File: config.mk
export PLATFORM = sky130hd
export DESIGN_NAME = div_iter
export DESIGN_NICKNAME = d
export VERILOG_FILES = /design/src/rtl/div_iter_pkg.sv /design/src/rtl/div_step.sv /design/src/rtl/div_iter.sv
export SDC_FILE = /design/constraint.sdc
export NUM_CORES = 1
export LEC_CHECK = 0
export CORE_AREA = 2 2 126 128
export CTS_CLUSTER_DIAMETER = 200
export DETAILED_ROUTE_END_ITERATION = 7
export DIE_AREA = 0 0 128 130
export PLACE_DENSITY = 0.95
export RECOVER_POWER = 50
export SLEW_MARGIN = 20
export SYNTH_ARGS = -nofsm -noshare
export SYNTH_HDL_FRONTEND = slang
export SYNTH_SLANG_ARGS = --single-unit
File: constraint.sdc
create_clock -name clock -period 8 [get_ports clock]
set_input_delay 2.4 -clock clock [delete_from_list [all_inputs] [get_ports clock]]
set_output_delay 2.4 -clock clock [all_outputs]
set_load 0.01 [all_outputs]
File: src/rtl/div_iter_pkg.sv
// div_iter_pkg: shared definitions for the iterative divider.
//   - div_state_e : FSM state encoding (idle, run, done)
//   - DivWidth    : default operand / quotient width
package div_iter_pkg;

    localparam int unsigned DivWidth = 32;

    typedef enum logic [1:0] {
        StIdle = 2'd0,
        StRun  = 2'd1,
        StDone = 2'd2
    } div_state_e;

endpackage

File: src/rtl/div_step.sv
// div_step: one combinational restoring-division iteration.
// Ports:
//   rem_i     - partial remainder before this step
//   q_i       - quotient shift register (holds the unconsumed dividend bits)
//   divisor_i - unsigned divisor magnitude
//   rem_o     - partial remainder after this step
//   q_o       - quotient shift register after this step (new quotient bit in LSB)
module div_step #(
    parameter int unsigned WIDTH = 32
) (
    input  logic [WIDTH-1:0] rem_i,
    input  logic [WIDTH-1:0] q_i,
    input  logic [WIDTH-1:0] divisor_i,
    output logic [WIDTH-1:0] rem_o,
    output logic [WIDTH-1:0] q_o
);

    logic [WIDTH:0] rem_sh;
    logic [WIDTH:0] trial;

    always_comb begin
        // Shift {rem, q} left by one; the extra bit keeps the full magnitude
        // when the divisor is as large as 2^(WIDTH-1) or more.
        rem_sh = {rem_i, q_i[WIDTH-1]};
        trial  = rem_sh - {1'b0, divisor_i};
        if (trial[WIDTH]) begin
            // Negative trial: restore; rem_sh < divisor so it fits in WIDTH bits.
            rem_o = rem_sh[WIDTH-1:0];
            q_o   = {q_i[WIDTH-2:0], 1'b0};
        end else begin
            rem_o = trial[WIDTH-1:0];
            q_o   = {q_i[WIDTH-2:0], 1'b1};
        end
    end

endmodule

File: src/rtl/div_iter.sv
// div_iter: multi-cycle signed integer divider (restoring, one bit per cycle).
// Quotient truncates toward zero; remainder stays internal.
// Ports:
//   clock          - rising-edge clock
//   reset          - asynchronous active-high reset
//   ctrl_DIV       - start pulse, honoured only while idle
//   data_operandA  - signed dividend, captured on start
//   data_operandB  - signed divisor, captured on start
//   data_result    - signed quotient, held until the next completion
//   data_exception - divide-by-zero flag, valid with data_resultRDY
//   data_resultRDY - one-cycle completion pulse
//   busy           - high from the cycle after start through the done pulse
module div_iter
    import div_iter_pkg::*;
#(
    parameter int unsigned WIDTH = DivWidth,
    // Must be wide enough to hold WIDTH.
    parameter int unsigned CNT_W = 6
) (
    input  logic             clock,
    input  logic             reset,
    input  logic             ctrl_DIV,
    input  logic [WIDTH-1:0] data_operandA,
    input  logic [WIDTH-1:0] data_operandB,
    output logic [WIDTH-1:0] data_result,
    output logic             data_exception,
    output logic             data_resultRDY,
    output logic             busy
);

    localparam logic [CNT_W-1:0] LastCnt = CNT_W'(WIDTH - 1);

    div_state_e       state_q, state_d;
    logic [CNT_W-1:0] cnt_q, cnt_d;
    logic [WIDTH-1:0] rem_q, rem_d;
    logic [WIDTH-1:0] q_q, q_d;
    logic [WIDTH-1:0] divisor_q, divisor_d;
    logic             sign_q, sign_d;
    logic             dz_q, dz_d;
    logic [WIDTH-1:0] result_q, result_d;
    logic             exc_q, exc_d;
    logic             rdy_q, rdy_d;
    logic             busy_q, busy_d;

    logic [WIDTH-1:0] a_mag, b_mag;
    logic [WIDTH-1:0] step_rem, step_q;

    div_step #(
        .WIDTH (WIDTH)
    ) u_div_step (
        .rem_i     (rem_q),
        .q_i       (q_q),
        .divisor_i (divisor_q),
        .rem_o     (step_rem),
        .q_o       (step_q)
    );

    always_comb begin
        // Most-negative value negates to itself, which is the correct unsigned magnitude.
        a_mag = data_operandA[WIDTH-1] ? -data_operandA : data_operandA;
        b_mag = data_operandB[WIDTH-1] ? -data_operandB : data_operandB;

        state_d   = state_q;
        cnt_d     = cnt_q;
        rem_d     = rem_q;
        q_d       = q_q;
        divisor_d = divisor_q;
        sign_d    = sign_q;
        dz_d      = dz_q;
        result_d  = result_q;
        exc_d     = exc_q;
        rdy_d     = 1'b0;
        busy_d    = 1'b0;

        unique case (state_q)
            StIdle: begin
                if (ctrl_DIV) begin
                    q_d       = a_mag;
                    divisor_d = b_mag;
                    sign_d    = data_operandA[WIDTH-1] ^ data_operandB[WIDTH-1];
                    rem_d     = '0;
                    cnt_d     = '0;
                    dz_d      = (data_operandB == '0);
                    busy_d    = 1'b1;
                    state_d   = (data_operandB == '0) ? StDone : StRun;
                end
            end
            StRun: begin
                rem_d  = step_rem;
                q_d    = step_q;
                cnt_d  = cnt_q + CNT_W'(1);
                busy_d = 1'b1;
                if (cnt_q == LastCnt) begin
                    state_d = StDone;
                end
            end
            StDone: begin
                // Two's-complement wrap makes MIN / -1 return MIN.
                result_d = dz_q ? '0 : (sign_q ? -q_q : q_q);
                exc_d    = dz_q;
                rdy_d    = 1'b1;
                busy_d   = 1'b1;
                state_d  = StIdle;
            end
            default: begin
                state_d = StIdle;
            end
        endcase
    end

    always_ff @(posedge clock or posedge reset) begin
        if (reset) begin
            state_q   <= StIdle;
            cnt_q     <= '0;
            rem_q     <= '0;
            q_q       <= '0;
            divisor_q <= '0;
            sign_q    <= 1'b0;
            dz_q      <= 1'b0;
            result_q  <= '0;
            exc_q     <= 1'b0;
            rdy_q     <= 1'b0;
            busy_q    <= 1'b0;
        end else begin
            state_q   <= state_d;
            cnt_q     <= cnt_d;
            rem_q     <= rem_d;
            q_q       <= q_d;
            divisor_q <= divisor_d;
            sign_q    <= sign_d;
            dz_q      <= dz_d;
            result_q  <= result_d;
            exc_q     <= exc_d;
            rdy_q     <= rdy_d;
            busy_q    <= busy_d;
        end
    end

    assign data_result    = result_q;
    assign data_exception = exc_q;
    assign data_resultRDY = rdy_q;
    assign busy           = busy_q;

endmodule

==> results.md, run 1 <==
- Of the total synthesized cell area, the portion taken by XOR and XNOR cells is 0.114.
- The path class of the tightest hold or removal check is register to register.
- The dominant register cell in the synthesized netlist is sky130_fd_sc_hd__dfrtp_1.
- Setup repair after global routing left no endpoint under its margin.
- The fraction of the mapped netlist area in compound gates is 0.232.
- For this run, the total global-route usage over all layers was measured as 0.292.
- The initial utilization of the core area, before any placement, comes to 0.608.
- The area growth from synthesis to layout is 18.5%.
- The critical path startpoint category is an input port.
- The main combinational cell family by area after synthesis is compound AO/OA/AOI/OAI gates.
- Post-CTS timing repair inserted 0 buffers for setup.
- The number of synthesis warnings is 0.
- Once layout is complete, the utilization of the core stands at 0.720.
- Power comes to roughly 3.7 mW.
- The remaining antenna violation count after routing is 0.
- The via count of the first global-routing pass is approximately 8,000.
- The share of total power dissipated in sequential elements is 0.329.
- The insertion delay to the later sink of the worst-skew pair is between 0.4 and 0.5 ns.
- Clock-pin slew was measured on the worst setup and hold paths at 0.06 ns.
- In the final layout, the share of cells above drive strength 1 is 0.0557.
- The worst max-slew margin expressed relative to the limit is -1.30.
- The number of violations of the max-capacitance limit is 3.
- Timing would allow up to roughly 190 MHz.
- The number of buffers inserted by hold repair at cts is 0.
- Entering global routing, the biggest net connects 80 pins.
- The detailed-routing iteration count for the pre-antenna-repair pass is 6.
- At the end of the flow, the number of nets in the layout was 1,246.
- TritonCTS built the clock tree.
- The portion of total power attributed to the clock network is 0.231.
- The final-report max-slew violation count is between 150 and 200.
- After detailed routing, the number of vias per cell comes to between 6 and 7.
- The die boundary width is approximately 130 um.
- CTS saw between 100 and 150 sinks.
- For this block, the initial DRC count from the detailed router was roughly 860.
- The slew at the pin with the worst max-slew slack is 3.44 ns.
- The number of nets in the synthesized netlist is 1,169.
- The number of I/O pins is 102.
- The initial antenna violation count is 0.
- The number of hold violations in the final report is 0.
- In this run the worst path has a maximum fanout of 79.
- The run finished, with violations left.
- The final setup skew is 0.0126 ns.
- The count of placed standard cells including taps is ~1,300.
- The worst setup path is of the input port to async pin kind.
- The proportion of total power due to net switching is 0.408.
- Fill cells in the final layout number ~1,100.
- CTS built an H-tree with a depth of 4.
- Dividing total power by cell area gives a power density of between 300 and 400 mW/mm^2.
- The remaining routing DRC violations is 0.
- The share of power burned in combinational logic is 0.440.
- TritonCTS created 17 clock buffers.
- Of the total synthesized cell area, the portion taken by full adders, half adders and majority gates is 0.0555.
- In this run the standard cell core region covers 0.0154 sq mm.
- The final reports fail on capacitance limit, slew limit.
- The required time of the worst setup path is between 8 and 9 ns.
- At the end of routability-driven placement, the weighted congestion stood at a little over 0.9.
- Measured along the y axis, the die boundary spans between 100 and 150 um.
- The static leakage is ~4.9 nW.
- Global routing finished with a remaining overflow of 0.
- Of the total synthesized cell area, the portion taken by AND, OR, NAND and NOR gates is 0.131.
- The first global-routing pass estimated slightly below 40 mm of wire.
- The accumulated negative setup slack is 0 ns.
- The final critical-path share of the clock period is 0.668.
- The share of flip-flops with an asynchronous set or reset is 1.00.
- The shortest period the worst path allows is 5.34 ns.
- The netlist area before placement is approximately 0.0094 sq mm.
- The initialized floorplan defines 46 standard-cell rows.
- VDD sags by at most around 180 uV.
- The worst-case clock buffer depth is 2.
- The tree is rooted in a sky130_fd_sc_hd__clkbuf_16.
- The share of the Yosys chip area taken by registers is 0.376.
- The distinct cell type count of the synthesized netlist is slightly below 70.
- The register bit count reported by yosys is ~140.
- The switching power is 1.49 mW.
- The floorplan die area is between 0.015 and 0.02 sq mm.
- The placed wire-length estimate after detailed placement is around 16 mm.
- The total detailed-routing wirelength is ~24 mm.
- The number of input and output port buffers inserted is approximately 100.
- The internal portion of the total power is 2.17 mW.
- Counting flops with a built-in enable in the synthesized netlist gives 0.
- Averaged over all synthesized cells, the footprint is just under 9 sq um.
- After the flow finishes, the layout carries non-filler instances totaling ~1,300.
- Measured against the total synthesized area, the mux share comes to 0.0315.
- STA classifies the critical path endpoint as an async pin.
- Synthesis produced a netlist whose cell count is approximately 1,100.
- Setup violations remaining at the end of the flow were counted as 0.
- The routed length per placed instance is between 15 and 20 um.
- For the worst setup path, the data arrival time is 5.81 ns.
- 0 antenna diodes ended up in the layout.
- Once the clock tree was built, the resizer swapped 0 gates to a different size.
- For this block, the via count after detailed routing is between 8,000 and 9,000.
Yosys cell counts, drive strengths merged, types with 9 or more instances:
master  count  share of area
o21ai     134          0.072
ha         40          0.053
or4        12          0.011
nand2b     17          0.012
a32oi      10         0.0093
o31ai      28          0.023
o22ai      43          0.029
xnor2      26          0.024
buf         9         0.0052
xor2       94          0.090
a21o        9         0.0072
o41ai      17          0.019
a21oi      43          0.024
a22oi      23          0.018
inv        91          0.036
nand2     113          0.045
dfrtp     141           0.38
nor2       35          0.014
mux2i      25          0.027
nand3      13         0.0069
clkbuf     43          0.017
layer usage:
| layer | up-vias | part of all wire | GRT usage |
|---|---|---|---|
| met5 | - | 0 | 0 |
| met4 | 0 | 0.022 | 0.113 |
| met3 | 50 | 0.059 | 0.0566 |
| met2 | 337 | 0.50 | 0.516 |
| met1 | 4077 | 0.42 | 0.355 |
| li1 | 3935 | - | - |
final timing paths:
kind	start	endpoint	slack (ns)	cells after the start
max reg2reg	q_q[31]	rem_q[24]	3.78	13
max	reset	rem_q[24]	2.66	3
max in group clock	ctrl_DIV	q_q[3]	2.66	5
min reg2reg	divisor_q[1]	divisor_q[1]	0.48	2
min in group asynchronous	reset	data_result[30]	3.41	2
min	divisor_q[1]	divisor_q[1]	0.48	2
worst max-delay path, cell delays in order:
cell and delay [ns]:
sky130_fd_sc_hd__dlygate4sd3_1 0.54, sky130_fd_sc_hd__clkinvlp_2 1.92, sky130_fd_sc_hd__buf_4 0.89
placed cells by master (no fill, tap or decap), types with 9 or more instances in the layout:
master | Yosys | routed
sky130_fd_sc_hd__a21o_1 | 9 | 9
sky130_fd_sc_hd__o31ai_1 | 27 | 27
sky130_fd_sc_hd__o21ai_1 | 27 | 27
sky130_fd_sc_hd__xnor2_1 | 26 | 25
sky130_fd_sc_hd__clkdlybuf4s50_1 | 0 | 64
sky130_fd_sc_hd__dfrtp_1 | 141 | 141
sky130_fd_sc_hd__nand2_1 | 113 | 113
sky130_fd_sc_hd__nand2b_1 | 16 | 16
sky130_fd_sc_hd__a32oi_1 | 10 | 10
sky130_fd_sc_hd__xor2_1 | 93 | 93
sky130_fd_sc_hd__mux2i_1 | 25 | 25
sky130_fd_sc_hd__o21ai_0 | 106 | 105
sky130_fd_sc_hd__dlygate4sd3_1 | 0 | 37
sky130_fd_sc_hd__nand3_1 | 13 | 13
sky130_fd_sc_hd__a22oi_1 | 23 | 23
sky130_fd_sc_hd__nor2_1 | 35 | 35
sky130_fd_sc_hd__a21oi_1 | 40 | 40
sky130_fd_sc_hd__o41ai_1 | 15 | 15
sky130_fd_sc_hd__ha_1 | 40 | 40
sky130_fd_sc_hd__inv_1 | 91 | 90
sky130_fd_sc_hd__o22ai_1 | 42 | 42
sky130_fd_sc_hd__clkbuf_16 | 0 | 17
state kept, by name, indices dropped and copies added, names as in the netlist:
| register | cells |
|---|---|
| busy | 1 |
| cnt_q | 6 |
| dz_q | 1 |
| data_result | 32 |
| rem_q | 32 |
| q_q | 32 |
| data_exception | 1 |
| data_resultRDY | 1 |
| sign_q | 1 |
| divisor_q | 32 |
| state_q | 2 |
area by class of cell:
type	count	area, sq um	area share
tap	192	240	0.0216
clock inverter	10	165	0.0149
inverter	91	343	0.0309
multi-input combinational	777	5310	0.478
timing repair buffer	110	1070	0.0964
sequential	141	3530	0.318
clock buffer	20	457	0.0411
cells by family after synthesis:
family,Yosys count
muxes,29
buffers and inverters,143
and+or+nand+nor,248
adders and majority gates,41
AOI/OAI and AO/OA,339
xor gates and xnor gates,120
DFF,141
power by group through the flow:
stage | registers, mW | logic, mW | clock network [mW]
4_1_cts | 1.20 | 1.63 | 0.847
3_5_place_dp | 1.20 | 1.60 | 0
5_1_grt | 1.23 | 1.78 | 0.879
6_report | 1.20 | 1.61 | 0.847
2_1_floorplan | 1.16 | 1.14 | 0
3_3_place_gp | 1.18 | 1.53 | 0
metrics by stage:
stage	area, sq um	hold slack, ns	worst slack [ns]
floorplan	9380	0.450	1.82
global placement	10500	0.462	2.53
detailed placement	10500	0.470	2.45
CTS	11100	0.483	2.86
global route	11100	0.490	2.08
finish	11100	0.479	2.66
No activity file was read; power rests on OpenSTA's default activity.
==> run 2: changes to the inputs <==
--- a/config.mk
+++ b/config.mk
@@ -5,11 +5,11 @@
 export SDC_FILE = /design/constraint.sdc
 export NUM_CORES = 1
 export LEC_CHECK = 0
-export CORE_AREA = 2 2 126 128
+export CORE_AREA = 2 2 138 140
 export CTS_CLUSTER_DIAMETER = 200
 export DETAILED_ROUTE_END_ITERATION = 7
-export DIE_AREA = 0 0 128 130
-export PLACE_DENSITY = 0.95
+export DIE_AREA = 0 0 140 142
+export PLACE_DENSITY = 0.87
 export RECOVER_POWER = 50
 export SLEW_MARGIN = 20
 export SYNTH_ARGS = -nofsm -noshare
==> constraint.sdc (replaced) <==
create_clock -name clock -period 4.39 [get_ports clock]
set_input_delay 1.317 -clock clock [delete_from_list [all_inputs] [get_ports clock]]
set_output_delay 1.317 -clock clock [all_outputs]
set_load 0.01 [all_outputs]
==> results.md, run 2 (same netlist as run 1, synthesis figures left out) <==
- The placed cell area is 0.0106 sq mm (+1.3%).
- The worst min-delay path class is register to register.
- The number of diodes is 0 (unchanged).
- The clock input transition at the sequential cells of the worst setup and hold paths came to 0.06 ns (about the same).
- The slack of the worst reg-to-reg path came to 0.63 ns (-3.15 ns).
- The number of placement rows is 50 (+8.7%).
- The insertion delay to the later sink of the worst-skew pair is 0.44 ns (about the same).
- The final critical-path share of the clock period is 0.897.
- The count of filler cells inserted in the layout was 1,457 (+37%).
- The number of input and output port buffers inserted is 101 (unchanged).
- The share of power burned in registers is 0.334 (+0.005).
- The number of vias per cell is 5.96 (-4.9%).
- The via count of the first global-routing pass came to 7,858 (-3.5%).
- The initial antenna violation count was 0 (unchanged).
- The routability-driven placement congestion ratio is 0.907 (-1.6%).
- The static leakage is 4.84 nW (-0.40%).
- The via total after detailed routing came to 8,300 (-1.2%).
- The most common cell after layout, fill and taps aside is sky130_fd_sc_hd__dfrtp_1.
- The maximum number of pins on one net before global-route repair is 142 (+78%).
- The critical path start-end classification is input port to register.
- The count of buffers added by post-CTS timing repair for setup was 0 (unchanged).
- The starting density of the core was 0.508 (-0.0998).
- In the layout the commonest cells are sky130_fd_sc_hd__dfrtp_1, sky130_fd_sc_hd__nand2_1, sky130_fd_sc_hd__o21ai_0.
- The end point of the most critical hold path is divisor_q[24].
- The remaining routing DRC violations was 15 (+15).
- The number of violations of the max-capacitance limit is 2 (-1).
- The floorplan die area came to 0.0199 sq mm (+19%).
- The H-tree depth is 4 (unchanged).
- The overall die height is 142 um (+9.2%).
- Setup repair after global routing left no endpoint under its margin.
- The total detailed-routing wirelength was 23.0 mm (-2.8%).
- From synthesis to final layout, the design area changed by 19.4%.
- Timing would allow up to approximately 250 MHz.
- The shortest period the worst path allows is around 3.9 ns.
- The post-cts gate resize count is 0 (unchanged).
- The areal power density over the cells is 587 mW/mm^2 (+78%).
- The portion of total power attributed to the clock network is 0.214 (-0.017).
- The detailed-routing iteration count for the pre-antenna-repair pass is 8 (+2).
- The total global routing overflow was 0 (unchanged).
- The number of endpoints failing setup at the final stage is 0 (unchanged).
- The number of sinks driven by the clock tree was 141 (unchanged).
- The final setup skew came to 0.00925 ns (-0.00339 ns).
- The slew at the pin with the worst max-slew slack is 1.87 ns (-1.57 ns).
- The number of I/O pins is 102 (unchanged).
- The number of hold violations in the final report is 0 (unchanged).
- The worst max-slew margin expressed relative to the limit is -0.246 (+1.06).
- The tree is rooted in a sky130_fd_sc_hd__clkbuf_16.
- The starting DRC count in detailed routing came to 825 (-3.8%).
- The maximum net fanout on the critical path came to 3 (-96%).
- The final design area excluding fillers was 0.0112 sq mm (+0.74%).
- The number of buffers inserted by hold repair at cts was 0 (unchanged).
- The critical path startpoint category is an input port.
- The run finished, with violations left.
- The first-pass GRT wire length came to 37.7 mm (-3.0%).
- The proportion of total power due to net switching is 0.412 (+0.00409).
- Signal routing reaches up to met4.
- The endpoint identified for the worst register-to-register timing path is rem_q[0].
- The checks that failed: DRC, capacitance limit, slew limit.
- The startpoint of the worst-slack reg-to-reg timing path is q_q[31].
- The number of instances on the worst hold path is 2 (unchanged).
- The placed wire-length estimate after detailed placement came to 16.2 mm (-0.71%).
- The total CTS buffers is 17 (unchanged).
- The final-report max-slew violation count came to 179 (-2.2%).
- The worst supply voltage drop on vdd is 406 uV (+120%).
- The remaining antenna violation count after routing was 0 (unchanged).
- The setup slack after placement is -0.0121 ns (-2.46 ns).
- The setup slack after layout was 0.451 ns (-2.21 ns).
- The met3 wirelength from detailed routing was 1.62 mm (+17%).
- In this run the most critical hold path is launched from divisor_q[24].
- The share of power burned in combinational logic came to 0.452 (+0.012).
- The global routing usage summed across all routing layers is 0.235 (-0.0573).
- The number of nets in the layout is 1,254 (+0.64%).
- The clock tree from TritonCTS is done.
- The met1 wire length is 9.71 mm (-1.2%).
- The accumulated negative setup slack is 0 ns (unchanged).
- The arrival time reported for the critical path endpoint was 4.23 ns (-1.58 ns).
- The final standard cell utilization of the core is 0.607 (-0.114).
- The worst setup path is captured at a register.
- The length in cells of the worst reg-to-reg path is 14 (+1).
- The routed length per placed instance is 16.5 um (-6.5%).
- The share of post-route cells with drive strength above 1 is 0.0647 (+0.00901).
- The switching power was 2.71 mW (+82%).
- The die boundary width was 140 um (+9.4%).
- The required time of the worst setup path came to 4.69 ns (-3.78 ns).
- The worst-case clock buffer depth is 2 (unchanged).
- The core box area was 0.0185 sq mm (+20%).
- The met2 wire length is 11.0 mm (-7.8%).
- The internal power is 3.87 mW (+78%).
run 2: changes by cell type in the layout (fill, tap and decap cells not counted), sizes merged:
cell           change
buf                +8
clkdlybuf4s50     +36
inv                +4
dlygate4sd3       -36
clkinvlp           -1
bufinv             -3
clkinv             +1
clkbuf             +1
run 2: final cells by class:
type                            instances  area, sq um  share of cell area
Clock buffer                           21          470              0.0420
Tap cell                              234          293              0.0262
Sequential cell                       141         3530               0.315
Clock inverter                         11          104             0.00928
Multi-Input combinational cell        777         5310               0.474
Timing Repair Buffer                  118         1150               0.102
Inverter                               91          345              0.0308
run 2: worst max path at each step:
| stage | startpoint | to | slack (ns) |
|---|---|---|---|
| final | data_operandB[9] | divisor_q[29] | 0.45 |
| after detailed placement | data_operandB[9] | divisor_q[29] | -0.01 |
| after CTS | data_operandB[9] | divisor_q[29] | 0.43 |
| after floorplan | data_operandB[8] | divisor_q[29] | 0.59 |
| after global placement | data_operandB[9] | divisor_q[29] | 0.05 |
| after global routing | data_operandB[9] | state_q[0] | 0.31 |
run 2: layer usage:
layer | GRT usage | vias up
met5 | 0 | -
met4 | 0.0973 | 0
met3 | 0.0474 | 57
met2 | 0.393 | 343
met1 | 0.300 | 3940
li1 | - | 3960
run 2: per-stage QoR:
step	cells	power [mW]	hold slack, ns
after floorplan	1061	4.19	0.450
after global placement	1361	4.99	0.463
after detailed placement	1361	5.14	0.470
after CTS	1393	6.57	0.483
after global routing	1393	7.03	0.499
final	1393	6.57	0.478
run 2: critical path, stage by stage:
cell	delay, ns
sky130_fd_sc_hd__clkdlybuf4s50_1	0.43
sky130_fd_sc_hd__or4_1	0.53
sky130_fd_sc_hd__or3_1	0.34
sky130_fd_sc_hd__or3_1	0.35
sky130_fd_sc_hd__or3b_1	0.40
sky130_fd_sc_hd__nand2b_1	0.20
sky130_fd_sc_hd__nand2b_4	0.18
sky130_fd_sc_hd__o41ai_2	0.25
sky130_fd_sc_hd__xor2_1	0.17
sky130_fd_sc_hd__o21ai_1	0.07
run 2: power by group through the flow:
| stage | logic [mW] | registers [mW] | clock network, mW |
|---|---|---|---|
| 6_report | 2.97 | 2.20 | 1.41 |
| 5_1_grt | 3.30 | 2.26 | 1.48 |
| 2_1_floorplan | 2.08 | 2.11 | 0 |
| 3_5_place_dp | 2.94 | 2.20 | 0 |
| 3_3_place_gp | 2.83 | 2.16 | 0 |
| 4_1_cts | 2.97 | 2.19 | 1.41 |
